**src/rtl/mc_hazard_scoreboard_pkg.sv**
```systemverilog
// Shared encodings for the multi-cycle hazard scoreboard: unit FSM states,
// special register indices and unit slot numbers.
package hazard_pkg;

  typedef enum logic [1:0] {
    IDLE = 2'd0,
    BUSY = 2'd1,
    WB   = 2'd2
  } unit_state_e;

  localparam logic [5:0] REG_HI = 6'd32;
  localparam logic [5:0] REG_LO = 6'd33;

  localparam int unsigned UNIT_MUL = 0;
  localparam int unsigned UNIT_DIV = 1;

endpackage

```
**src/rtl/mc_hazard_scoreboard_tracker.sv**
```systemverilog
// mc_unit_tracker: state, latency countdown and destination latch for one
// multi-cycle unit, plus its protocol-error detection.
module mc_unit_tracker #(
  parameter int unsigned REG_AW = 6,
  parameter int unsigned LAT_W  = 6
) (
  input  logic              CLK,
  input  logic              RST,
  input  logic              issue_valid,
  input  logic [REG_AW-1:0] issue_dst,
  input  logic [LAT_W-1:0]  issue_lat,
  input  logic              flush,
  input  logic              wb_ack,
  output logic              busy,
  output logic              rdy,
  output logic              pend_vld,
  output logic [REG_AW-1:0] pend_dst,
  output logic              err
);
  import hazard_pkg::*;

  unit_state_e       state;
  logic [LAT_W-1:0]  cnt;
  logic [REG_AW-1:0] dst;
  logic              take;

  assign take = issue_valid && !flush && (state == IDLE);

  always_ff @(posedge CLK) begin
    if (RST) begin
      state <= IDLE;
      cnt   <= '0;
      dst   <= '0;
    end else begin
      case (state)
        IDLE: if (take) begin
          dst   <= issue_dst;
          cnt   <= issue_lat;
          state <= (issue_lat == '0) ? WB : BUSY;
        end
        BUSY: begin
          if (cnt != '0) cnt <= cnt - LAT_W'(1);
          if (cnt <= LAT_W'(1)) state <= WB;
        end
        WB:      if (wb_ack) state <= IDLE;
        default: state <= IDLE;
      endcase
    end
  end

  assign busy = (state != IDLE);
  assign rdy  = (state == WB);

  // An issuing unit contributes its incoming dst; a unit acked in WB is forwarded from W.
  assign pend_dst = (state == IDLE) ? issue_dst : dst;
  assign pend_vld = (state == IDLE) ? (take && (issue_dst != '0))
                                    : ((dst != '0) && !((state == WB) && wb_ack));

  assign err = (wb_ack && (state != WB)) || (issue_valid && !flush && (state != IDLE));

endmodule

```
**src/rtl/mc_hazard_scoreboard.sv**
```systemverilog
// Per-unit, per-destination hazard scoreboard for multi-cycle units.
// Optional stall performance counters are built when HAZ_PERF_CNT_EN is defined.
module mc_hazard_scoreboard #(
  parameter int unsigned NUM_UNITS = 2,
  parameter int unsigned REG_AW    = 6,
  parameter int unsigned LAT_W     = 6
) (
  input  logic                          CLK,
  input  logic                          RST,
  input  logic [NUM_UNITS-1:0]          issue_valid_E,
  input  logic [NUM_UNITS*REG_AW-1:0]   issue_dst_E,
  input  logic [NUM_UNITS*LAT_W-1:0]    issue_lat_E,
  input  logic                          flush_E,
  input  logic [NUM_UNITS-1:0]          wb_ack_W,
  input  logic [REG_AW-1:0]             RsD,
  input  logic [REG_AW-1:0]             RtD,
  input  logic                          use_rs_D,
  input  logic                          use_rt_D,
  input  logic [REG_AW-1:0]             dst_D,
  input  logic [NUM_UNITS-1:0]          unit_sel_D,
  output logic                          StallF,
  output logic                          StallD,
  output logic                          FlushE,
  output logic [NUM_UNITS-1:0]          unit_busy,
  output logic [NUM_UNITS-1:0]          result_rdy,
`ifdef HAZ_PERF_CNT_EN
  output logic [31:0]                   stall_cycles,
  output logic [31:0]                   struct_stall_cycles,
`endif
  output logic                          proto_err
);

  logic [NUM_UNITS-1:0] pend_vld;
  logic [REG_AW-1:0]    pend_dst [NUM_UNITS];
  logic [NUM_UNITS-1:0] unit_err;
  logic                 multi_issue;
  logic                 raw, waw, struct_hz, stall;

  for (genvar g = 0; g < NUM_UNITS; g++) begin : g_unit
    mc_unit_tracker #(.REG_AW(REG_AW), .LAT_W(LAT_W)) u_trk (
      .CLK        (CLK),
      .RST        (RST),
      .issue_valid(issue_valid_E[g]),
      .issue_dst  (issue_dst_E[g*REG_AW +: REG_AW]),
      .issue_lat  (issue_lat_E[g*LAT_W +: LAT_W]),
      .flush      (flush_E),
      .wb_ack     (wb_ack_W[g]),
      .busy       (unit_busy[g]),
      .rdy        (result_rdy[g]),
      .pend_vld   (pend_vld[g]),
      .pend_dst   (pend_dst[g]),
      .err        (unit_err[g])
    );
  end

  always_comb begin
    raw = 1'b0;
    waw = 1'b0;
    for (int unsigned i = 0; i < NUM_UNITS; i++) begin
      if (pend_vld[i]) begin
        if (use_rs_D && (RsD != '0) && (RsD == pend_dst[i])) raw = 1'b1;
        if (use_rt_D && (RtD != '0) && (RtD == pend_dst[i])) raw = 1'b1;
        if ((dst_D != '0) && (dst_D == pend_dst[i]))         waw = 1'b1;
      end
    end
  end

  assign struct_hz   = |(unit_sel_D & (unit_busy | issue_valid_E));
  assign stall       = raw | waw | struct_hz;
  assign StallF      = stall;
  assign StallD      = stall;
  assign FlushE      = stall;
  assign multi_issue = (issue_valid_E & (issue_valid_E - NUM_UNITS'(1))) != '0;

  always_ff @(posedge CLK) begin
    if (RST) proto_err <= 1'b0;
    else if ((|unit_err) || multi_issue) proto_err <= 1'b1;
  end

`ifdef HAZ_PERF_CNT_EN
  always_ff @(posedge CLK) begin
    if (RST) begin
      stall_cycles        <= '0;
      struct_stall_cycles <= '0;
    end else begin
      if (stall && (stall_cycles != '1))
        stall_cycles <= stall_cycles + 32'd1;
      if (struct_hz && (struct_stall_cycles != '1))
        struct_stall_cycles <= struct_stall_cycles + 32'd1;
    end
  end
`endif

endmodule

```
**config.mk**
```make
export PLATFORM = sky130hd
export DESIGN_NAME = mc_hazard_scoreboard
export DESIGN_NICKNAME = d
export VERILOG_FILES = /design/src/rtl/mc_hazard_scoreboard_pkg.sv /design/src/rtl/mc_hazard_scoreboard_tracker.sv /design/src/rtl/mc_hazard_scoreboard.sv
export SDC_FILE = /design/constraint.sdc
export NUM_CORES = 1
export LEC_CHECK = 0
export ABC_AREA = 1
export CORE_UTILIZATION = 50
export CTS_BUF_LIST = sky130_fd_sc_hd__clkbuf_2 sky130_fd_sc_hd__clkbuf_4 sky130_fd_sc_hd__clkbuf_8
export DETAILED_ROUTE_END_ITERATION = 16
export PLACE_DENSITY = 0.77
export SLEW_MARGIN = 20
export SYNTH_ARGS = -nofsm -noshare
export SYNTH_HDL_FRONTEND = slang
export SYNTH_SLANG_ARGS = --single-unit
```
**constraint.sdc**
```tcl
create_clock -name CLK -period 1.9 [get_ports CLK]
set_input_delay 0.19 -clock CLK [delete_from_list [all_inputs] [get_ports CLK]]
set_output_delay 0.19 -clock CLK [all_outputs]
set_load 0.005 [all_outputs]
```
==> impl_metrics.ini <==
[status]
status = finished, violations left
violations = negative setup slack

[routing]
drc = 0
antenna_left = 0
vias = 3484
first_iter_violations = 250
vias_per_cell = 5.22
wl_per_cell_um = 12.9
drt_first_pass_iters = 6
wl_um = 8620

[run]
cap_violations = 0

[clocking]
cts_buffer_depth = 2
hold_buffers = 0
clock_latency_ns = 0.29
cts_tree = done
cts-htree-levels = 2
clk_pin_slew_ns = 0.07
cts_sinks = 29
cts_root_buf = clkbuf_8
numCtsBuffers = 5

[timing]
setup_violations = 3
relSlewSlack = 0.700
period_minus_slack_ns = 2.10
slew_violations = 0
finalWorstSetupSlack_ns = -0.202
fin_skew_ns = 0.00444
finalHoldViolations = 0
period_share = 1.11
timing.fmax_mhz = 476
tightest_slew_ns = 0.449
rsz0062_at_grt = true

[layout]
area_growth_syn_to_layout_pct = 45.4
antennaDiodeCount = 0
drive_gt1_frac = 0.156
final_cell_mix = nand2_1, inv_1, nand3_1, clkdlybuf4s50_1, nor2_1
layout_commonest_cell = nand2_1
fin_nets = 653

[logic_synthesis]
synthCells = 495
synth_top_area_frac = 0.220
syn-cell-area_um2 = 2640
synth_cell_types = 22
synthTopCellsByArea = dfxtp_1, nand2_1, nand3_1, inv_1, o21ai_0
synth_top_area_cell = dfxtp_1
synthArstFlopShare = 0
synth_warnings = 0
yosys_register_bits = 29
seq_area_frac_synth = 0.220
yosys_most_used_dff = dfxtp_1
synth_edf_count = 0
syn_nets = 552
syn_area_per_cell_um2 = 5.34

[place]
place_ws_ns = -0.403
gp_congestion = 0.967
dp_hpwl_um = 6630
port_buffers = 60

[global_route]
grt_max_degree = 27
grt_overflow_total = 0
grt_pass1_vias = 3221
grt_usage = 0.319
grt_pass1_wl_um = 13600
antenna_found_initial = 0

[die]
die_height_um = 74.7
start_util = 0.518
dieArea_um2 = 5580
boundaryPins = 61
row_count = 26
core-area_um2 = 5110
die_w_um = 74.7

[power]
ir_drop_mv = 0.592
power.total_mw = 2.46
leakage_nw = 1.97
powerDensity_nw_per_um2 = 640

[critical_path]
critPathKind = register to output port
cp_max_fo = 7
worstPathArrival_ns = 1.91
end_kind = output port
required_ns = 1.71
start_kind = register

[hold_path]
hp-class = input port to register
## cells in the mapped netlist, drive strengths merged, types with 2 or more instances
cell type    n
xor2         5
o21ai       44
nor3         3
nand3       65
a31oi        5
nor2        58
clkbuf       2
ha           4
buf         12
a211oi       2
inv         80
nand2      154
dfxtp       29
nor4         2
a21oi       27
## worst paths after layout
path,from,end,slack (ns),cells past startpoint
max,g_unit[0].u_trk.state[0],StallF,-0.20,15
min,issue_dst_E[5],g_unit[0].u_trk.dst[5],0.50,3
max reg2reg,g_unit[0].u_trk.state[1],g_unit[0].u_trk.cnt[0],0.23,10
min reg2reg,g_unit[0].u_trk.cnt[1],g_unit[0].u_trk.cnt[1],0.51,2
## through the flow
step                      TNS (ns)   util  cells  hold slack, ns  instance area, µm²
after CTS                   -0.499  0.744    667           0.490                3800
after global routing        -0.919  0.753    667           0.529                3840
final                       -0.582  0.753    667           0.496                3840
after detailed placement     -1.20  0.705    656           0.499                3600
after global placement       -1.12  0.705    656           0.493                3600
after floorplan                  0      -    495           0.259                2640
## registers in the layout (all words and copies together), names as in the netlist
register and count:
g_unit.u_trk.cnt 12, g_unit.u_trk.dst 12, g_unit.u_trk.state 4, proto_err 1
## cell families after synthesis
group                      Yosys count  synth area share
buffers and inverters               94             0.149
DFF                                 29             0.220
AOI/OAI and AO/OA                   80             0.158
xor gates and xnor gates             5            0.0166
adders and majority gates            4            0.0189
and+or+nand+nor                    283             0.439
## layer usage
layer	track usage	part of all wire	vias up
li1	-	-	1770
met1	0.376	0.43	1549
met2	0.562	0.48	138
met3	0.0428	0.060	27
met4	0.168	0.035	0
met5	0	0	-
## where the power goes
group | switching, mW | internal, mW
clock network | 0.265 | 0.268
logic | 0.655 | 0.528
registers | 0.0636 | 0.681
## final cells by class
type | count | area [µm²]
clock buffer | 6 | 76.3
clock inverter | 2 | 10.0
fill | 441 | 1260
inverter | 80 | 300
multi-input combinational | 372 | 1790
sequential | 29 | 588
tap | 70 | 87.6
timing repair buffer | 108 | 996
## repair_timing
item | CTS | global route
pin swaps | 6 | 12
gates cloned | 0 | 0
buffers inserted | 3 | 0
hold endpoints to repair | 0 | 0
gates resized for setup | 46 | 14
endpoints found under the setup margin | 3 | 4
## critical path, cell delays in order, from the launching register on
cell and delay [ns]:
dfxtp_2 0.33, buf_6 0.12, nor2_4 0.11, buf_6 0.15, buf_6 0.13, nand2_2 0.06
nand3_2 0.08, nand2_2 0.06, inv_1 0.05, nand2_1 0.04, nor2_1 0.09, nand2_1 0.07
nand2_1 0.09, nor2_2 0.04, nand3_2 0.09, buf_2 0.13
Power figures use the tool's default switching activity.
